--- config.mk ---
export PLATFORM = sky130hd
export DESIGN_NAME = ss_frame_deserializer
export DESIGN_NICKNAME = d
export VERILOG_FILES = /design/src/rtl/ss_frame_deserializer.sv
export SDC_FILE = /design/constraint.sdc
export NUM_CORES = 1
export LEC_CHECK = 0
export ABC_AREA = 1
export CAP_MARGIN = 20
export CORE_ASPECT_RATIO = 1.1
export CORE_MARGIN = 2
export CORE_UTILIZATION = 59
export DETAILED_ROUTE_END_ITERATION = 16
export GPL_TIMING_DRIVEN = 0
export PLACE_DENSITY = 0.84
export RECOVER_POWER = 25
export REMOVE_ABC_BUFFERS = 1
export SLEW_MARGIN = 15
export SYNTH_ARGS = -nofsm -noshare
export SYNTH_HDL_FRONTEND = slang
export SYNTH_SLANG_ARGS = --single-unit
--- constraint.sdc ---
create_clock -name clk -period 2.4 [get_ports clk]
set_input_delay 0.48 -clock clk [delete_from_list [all_inputs] [get_ports clk]]
set_output_delay 0.48 -clock clk [all_outputs]
set_load 0.005 [all_outputs]
--- src/rtl/ss_frame_deserializer.sv ---
// rtl/ss_frame_deserializer.sv - start/data/parity/stop serial frame receiver with good-frame counter
module ss_frame_deserializer #(
  parameter int DATA_BITS = 8,
  parameter int PARITY_EN = 1
) (
  input  logic                 clk,
  input  logic                 rst_n,
  input  logic                 ena,
  input  logic                 serial_in,
  output logic [DATA_BITS-1:0] data_out,
  output logic                 data_valid,
  output logic                 parity_err,
  output logic                 frame_err,
  output logic                 busy,
  output logic [3:0]           frame_cnt
);

  localparam int CW = $clog2(DATA_BITS + 1);
  localparam logic [CW-1:0] LAST_BIT = CW'(DATA_BITS - 1);

  typedef enum logic [2:0] {
    IDLE   = 3'd0,
    DATA   = 3'd1,
    PARITY = 3'd2,
    STOP   = 3'd3,
    BREAK  = 3'd4
  } state_t;

  state_t               state, state_nxt;
  logic [CW-1:0]        bit_cnt, bit_cnt_nxt;
  logic [DATA_BITS-1:0] shift_buf, shift_buf_nxt;
  logic [DATA_BITS-1:0] data_nxt;
  logic                 par_bit, par_bit_nxt;
  logic                 parity_ok;
  logic                 valid_nxt, perr_nxt, ferr_nxt;
  logic [3:0]           cnt_nxt;

  // Even parity over data plus parity bit; always good when no parity bit is sent
  assign parity_ok = (PARITY_EN != 0) ? ~(^shift_buf ^ par_bit) : 1'b1;
  assign busy      = (state != IDLE);

  // Next-state and datapath decode; a low line in BREAK is never a start bit
  always_comb begin
    state_nxt     = state;
    bit_cnt_nxt   = bit_cnt;
    shift_buf_nxt = shift_buf;
    par_bit_nxt   = par_bit;
    data_nxt      = data_out;
    cnt_nxt       = frame_cnt;
    valid_nxt     = 1'b0;
    perr_nxt      = 1'b0;
    ferr_nxt      = 1'b0;
    case (state)
      IDLE: begin
        if (!serial_in) begin
          state_nxt     = DATA;
          bit_cnt_nxt   = '0;
          shift_buf_nxt = '0;
          par_bit_nxt   = 1'b0;
        end
      end
      DATA: begin
        for (int i = 0; i < DATA_BITS; i++) begin
          if (bit_cnt == CW'(i)) shift_buf_nxt[i] = serial_in;
        end
        bit_cnt_nxt = bit_cnt + CW'(1);
        if (bit_cnt == LAST_BIT) begin
          state_nxt = (PARITY_EN != 0) ? PARITY : STOP;
        end
      end
      PARITY: begin
        par_bit_nxt = serial_in;
        state_nxt   = STOP;
      end
      STOP: begin
        if (serial_in) begin
          data_nxt  = shift_buf;
          state_nxt = IDLE;
          if (parity_ok) begin
            valid_nxt = 1'b1;
            cnt_nxt   = frame_cnt + 4'd1;
          end else begin
            perr_nxt = 1'b1;
          end
        end else begin
          ferr_nxt  = 1'b1;
          state_nxt = BREAK;
        end
      end
      BREAK: begin
        if (serial_in) state_nxt = IDLE;
      end
      default: state_nxt = IDLE;
    endcase
  end

  // State register; holds while the block is disabled
  always_ff @(posedge clk or negedge rst_n) begin
    if (!rst_n) begin
      state <= IDLE;
    end else if (ena) begin
      state <= state_nxt;
    end
  end

  // Datapath and output registers; pulses are cleared whenever ena is low
  always_ff @(posedge clk or negedge rst_n) begin
    if (!rst_n) begin
      bit_cnt    <= '0;
      shift_buf  <= '0;
      par_bit    <= 1'b0;
      data_out   <= '0;
      frame_cnt  <= 4'd0;
      data_valid <= 1'b0;
      parity_err <= 1'b0;
      frame_err  <= 1'b0;
    end else if (ena) begin
      bit_cnt    <= bit_cnt_nxt;
      shift_buf  <= shift_buf_nxt;
      par_bit    <= par_bit_nxt;
      data_out   <= data_nxt;
      frame_cnt  <= cnt_nxt;
      data_valid <= valid_nxt;
      parity_err <= perr_nxt;
      frame_err  <= ferr_nxt;
    end else begin
      data_valid <= 1'b0;
      parity_err <= 1'b0;
      frame_err  <= 1'b0;
    end
  end

endmodule

==> run_results.csv, run 1 <==
group,metric,value,unit
outcome,status,"complete, but fails checks",
outcome,failed_checks,"capacitance limit, slew limit",
drt,postRouteAntennaNets,0,
drt,drtIter0Drc,35,
placed_design,hpwl,2.32,mm
global_route,track_usage,23.9,%
clock_tree,post-cts-setup-buffer-count,0,
drt,post_drt_wl_per_cell,11.8,um
drt,via_per_inst,5.32,
drt,routed_wl,3.15,mm
clock_tree,cts_buffers,5,
final_layout,antennaDiodeCount,0,
synth,ys_top_cells_by_area,"dfrtp_1 (47%), nand2_1 (15%), inv_1 (5.9%), nand3_1 (4.8%), o21ai_2 (4.2%)",
global_route,antenna_found_initial,0,
floorplan,initial_core_util,61.0,%
synth,synth_area_per_cell,7.99,um2
drt,drc,0,
synth,synth-seq-cells,31,
sta,max_freq,463,MHz
sta,rsz0062_at_grt,"false",
sta,hold_viol,0,
final_layout,design_area,0.00196,mm2
sta,period_needed,2160,ps
synth,synth_warnings,0,
power_and_ir_drop,peakVddDrop,0.000763,V
clock_tree,root_buffer,"clkbuf_4",
global_route,grt_pass1_vias,1325,
hold_path,hp-class,"register to register",
worst_setup_path,end_kind,"primary output",
power_and_ir_drop,leakagePower,1.00,nW
synth,synthMuxAreaShare,0,%
floorplan,die_x,54.6,um
sta,tns,0,ps
floorplan,ioPinCount,20,
worst_setup_path,arrival,1680,ps
sta,finalClockSkew,10.5,ps
worst_setup_path,crit_type,"register to primary output",
clock_tree,tritoncts,"yes",
sta,fin_crit_sh,90.0,%
synth,synthCells,208,
sta,finalMaxSlewViolations,32,
synth,synth.top_cell.area_share,46.7,%
placed_design,post_dp_cell_area,0.00188,mm2
flow_run,drv_cap,1,
worst_setup_path,crit_required,1920,ps
floorplan,num_rows,20,
global_route,grt_pass1_wl,5.44,mm
worst_setup_path,crit_fanout,7,
synth,synth_top_cell_by_area,"dfrtp_1",
worst_setup_path,start_kind,"register",
placed_design,globalplace.congestion,0.883,
floorplan,die_y,59.7,um
clock_tree,insertion_delay,330,ps
final_layout,syn2layout_area_growth,18.1,%
synth,synth_cell_type_count,24,
clock_tree,cts-htree-levels,2,
clock_tree,clockBufferDepth,2,
clock_tree,postCtsHoldBufs,0,
synth,ys_seq_area_share,46.7,%
synth,syn_area,0.00166,mm2
drt,vias,1421,
global_route,grt_overflow,0,
clock_tree,clk_pin_slew,100,ps
final_layout,drive_gt1_share,10.7,%
synth,synth_top_family_by_area,"simple AND/OR/NAND/NOR gates",
floorplan,die_area,0.00326,mm2
global_route,grt_max_degree,32,
synth,synth_compound_area_share,12.5,%
sta,relSlewSlack,-8.20,%
power_and_ir_drop,p_per_area,1190,mW/mm2
drt,drtPass1Iterations,4,
final_layout,fin_nets,242,
sta,tightest_slew,1620,ps
synth,synthAdderAreaFrac,3.76,%
sta,setup_violations,0,
synth,yosys.area_share.simple,27.8,%
placed_design,io_buffers,19,
clock_tree,post_cts_resized,0,
floorplan,coreArea,0.00273,mm2
clock_tree,clock_sinks,31,
synth,post_synth_xor_area_fraction,2.11,%
[registers in the layout (all words and copies together), names as in the netlist]
name / count
data_valid: 1
parity_err: 1
state: 3
data_out: 8
shift_buf: 8
par_bit: 1
frame_err: 1
frame_cnt: 4
bit_cnt: 4
[layout by cell type, fill, tap and decap left out]
master and instances:
nand3_2 1, nand2_4 1, clkinv_2 1, o32ai_1 1, nor3_1 6, clkdlybuf4s50_1 18
nand3_1 16, nor2_1 12, xnor2_1 1, dfrtp_1 31, nor4_4 1, a21oi_2 1
clkbuf_1 1, o21bai_1 1, nand2_1 66, bufinv_16 1, o21ai_2 8, ha_1 5
o21ai_1 8, o21ai_0 6, clkbuf_4 5, inv_1 26, nand2_2 1, inv_2 3
xor2_1 3, nor3_2 1, clkbuf_8 1, a21oi_1 7, o31ai_1 1
[cell families (layout without fill, tap and decap cells)]
| family | after synthesis | count (layout) |
|---|---|---|
| buffers and inverters | 30 | 56 |
| AO/OA/AOI/OAI | 33 | 33 |
| AND/OR/NAND/NOR | 105 | 105 |
| flip-flops | 31 | 31 |
| adder cells (fa/ha/maj) | 5 | 5 |
| XOR/XNOR | 4 | 4 |
[cells in the mapped netlist (all sizes together)]
master and n:
nor2 12, nor3 7, a21oi 8, xnor2 1
nand2 68, o21ai 22, inv 29, nand3 17
buf 1, dfrtp 31, o21bai 1, nor4 1
o31ai 1, o32ai 1, xor2 3, ha 5
[through the flow]
| stage | instances | total power [mW] | worst slack, ps | hold WS [ps] | utilization [%] |
|---|---|---|---|---|---|
| 2_1_floorplan | 207 | 1.55 | 1060 | 184 | - |
| 4_1_cts | 267 | 2.36 | 218 | 170 | 72.0 |
| 6_report | 267 | 2.34 | 241 | 490 | 72.0 |
| 3_5_place_dp | 259 | 1.91 | 386 | 473 | 68.9 |
| 3_3_place_gp | 259 | 1.86 | 320 | 464 | 69.0 |
| 5_1_grt | 267 | 2.56 | 117 | 534 | 72.0 |
[final cells by class]
cell class                 instances  area [um2]
clock buffer                       6        51.3
tap                               33        41.3
clock inverter                     2        35.0
multi-input combinational        147         767
inverter                          29         109
timing repair buffer              19         184
fill                             220         764
sequential                        31         776
[worst max-delay path, cell delays in order (launching register included)]
cell and delay [ps]:
dfrtp_1 380, inv_1 210, nand2_1 110, nor2_1 160
inv_1 60, clkdlybuf4s50_1 440
[where the power goes]
group / internal (mW) / total [mW] / switching [mW]
Sequential: 0.679 / 0.798 / 0.119
Clock: 0.246 / 0.429 / 0.183
Combinational: 0.436 / 1.11 / 0.673
Total: 1.36 / 2.34 / 0.975
[routing by layer]
| layer | share of wire (%) | up-vias | global-route usage (%) |
|---|---|---|---|
| met5 | 0 | - | 0 |
| met3 | 4.3 | 12 | 7.75 |
| met1 | 43 | 663 | 26.2 |
| met4 | 2.9 | 0 | 13.9 |
| met2 | 50 | 30 | 39.5 |
| li1 | - | 716 | - |
[final timing paths]
path,slack (ps),endpoint,start,cells past startpoint
worst min-delay path,490,data_out[2],data_out[2],2
worst min register to register,490,data_out[2],data_out[2],2
max in group asynchronous,910,frame_cnt[1],rst_n,1
min in group asynchronous,540,bit_cnt[0],rst_n,1
worst max register to register,870,bit_cnt[0],state[1],10
worst max-delay path,240,busy,state[1],5
No activity file was read; power rests on OpenSTA's default activity.
==> run 2: changes to the inputs <==
- CORE_UTILIZATION: 59 -> 55
- PLACE_DENSITY: 0.84 -> 0.79
- RECOVER_POWER: 25 -> default
- clock period: 2.4 -> 2.2 ns (I/O delays scaled with it)
==> run 2 against run 1 <==
- the flow now finishes without violations
- total power grew 4.0%
- global-route usage down 2.9 points
- flip-flop and latch count unchanged
- clock power shrank 23%
- utilization decreased by 3.6 points
- sequential share of layout area rose by 0.59 points
- via count fell by 1.3%
- count of clock-buffer cells in the layout stayed put
- sequential power rose by 9.6%
- critical path depth stayed put
- critical endpoint unchanged
- die area grew 6.8%
- largest power group unchanged
==> run_results.csv, run 2 (synthesis gave the netlist of run 1 again) <==
group,metric,value,unit
drt,postRouteAntennaNets,0,
final_layout,fin_nets,242,
sta,max_freq,498,MHz
global_route,track_usage,21.0,%
drt,post_drt_wl_per_cell,11.8,um
drt,drtPass1Iterations,4,
hold_path,hp-class,"input port to asynchronous set/reset pin",
outcome,status,"finished, final reports clean",
placed_design,pre_cts_slack,204,ps
floorplan,ioPinCount,20,
worst_setup_path,rrSetupSlack,700,ps
power_and_ir_drop,peakVddDrop,0.000726,V
clock_tree,root_buffer,"clkbuf_4",
final_layout,drive_gt1_share,11.6,%
placed_design,post_dp_cell_area,0.00188,mm2
worst_setup_path,crit_required,1760,ps
sta,finalClockSkew,5.48,ps
final_layout,reg.largest.list,"data_out (8), shift_buf (8)",
final_layout,fin_cells,266,
power_and_ir_drop,p_per_area,1260,mW/mm2
sta,finalMaxSlewViolations,0,
drt,routed_wl,3.14,mm
worst_setup_path,crit_fanout,4,
sta,timing.final.ws_setup,190,ps
global_route,grt_pass1_wl,5.57,mm
clock_tree,cts-htree-levels,2,
sta,period_needed,2010,ps
clock_tree,insertion_delay,320,ps
worst_setup_path,r2r_end,"state[1]",
sta,relSlewSlack,55.1,%
clock_tree,clockBufferDepth,2,
floorplan,num_rows,20,
final_layout,final_common_cell,"nand2_1",
power_and_ir_drop,leakagePower,0.988,nW
final_layout,most-common-layout-cells,"nand2_1 (66), dfrtp_1 (31), inv_1 (24), clkdlybuf4s50_1 (18), nand3_1 (16)",
drt,drc,0,
placed_design,globalplace.congestion,0.887,
global_route,grt_pass1_vias,1354,
flow_run,drv_cap,0,
worst_setup_path,start_kind,"register",
worst_setup_path,reg2reg_from,"state[2]",
floorplan,die_x,56.4,um
final_layout,antennaDiodeCount,0,
drt,drtIter0Drc,56,
placed_design,io_buffers,19,
global_route,grt_overflow,0,
sta,rsz0062_at_grt,"false",
sta,hold_viol,0,
global_route,grt_max_degree,32,
clock_tree,postCtsHoldBufs,0,
floorplan,initial_core_util,58.8,%
floorplan,die_area,0.00348,mm2
clock_tree,clk_pin_slew,90,ps
final_layout,syn2layout_area_growth,16.3,%
floorplan,coreArea,0.00283,mm2
sta,tns,0,ps
sta,fin_crit_sh,91.4,%
drt,via_per_inst,5.27,
global_route,antenna_found_initial,0,
placed_design,hpwl,2.38,mm
sta,hold_ws,138,ps
floorplan,die_y,61.7,um
clock_tree,cts_buffers,5,
drt,vias,1402,
sta,setup_violations,0,
worst_setup_path,crit_type,"register to primary output",
worst_setup_path,end_kind,"primary output",
sta,tightest_slew,673,ps
clock_tree,clock_sinks,31,
clock_tree,tritoncts,"yes",
worst_setup_path,arrival,1570,ps
placed_design,place_inst,259,
final_layout,design_area,0.00193,mm2
worst_setup_path,rr_worst_depth,6,
-- run 2: final cells by class --
class | count | area, um2
clock buffers | 6 | 51.3
clock inverters | 1 | 5.00
fillers | 225 | 893
inverters | 29 | 109
multi-input cells | 147 | 767
flip-flops and latches | 31 | 776
well taps | 33 | 41.3
repair buffers | 19 | 185
-- run 2: repair_timing --
item,4_1_cts,5_1_grt
gates resized for setup,0,2
setup buffers,0,0
setup endpoints to repair,0,1
-- run 2: worst max-delay path by stage --
stage / startpoint / to / slack, ps / cells after the start
finish: state[0] / busy / 190 / 5
global route: state[0] / busy / 60 / 5
floorplan: state[1] / bit_cnt[0] / 860 / 10
global placement: rst_n / parity_err / 180 / 1
CTS: state[1] / busy / 90 / 5
detailed placement: serial_in / data_out[6] / 200 / 6
-- run 2: per-layer routing --
metal / global-route usage [%] / vias to the layer above / wire length (um)
li1: - / 713 / -
met4: 9.86 / 0 / 38
met5: 0 / - / 0
met1: 22.5 / 647 / 1300
met2: 39.0 / 38 / 1680
met3: 5.88 / 4 / 132
-- run 2: critical path, cell delays in order (launching register included) --
cell and delay, ps:
dfrtp_1 440, inv_2 120, nand2_1 80, nor2_1 120, inv_1 50, clkdlybuf4s50_1 440
-- run 2: where the power goes --
group	leakage (nW)	switching, mW	internal [mW]
clock	0.0341	0.184	0.148
sequential	0.416	0.133	0.741
combinational	0.539	0.745	0.478
-- run 2: through the flow --
step	utilization, %	power [mW]
floorplan	-	1.69
finish	68.4	2.43
CTS	68.4	2.44
detailed placement	66.4	2.10
global placement	66.6	2.02
global route	68.4	2.66
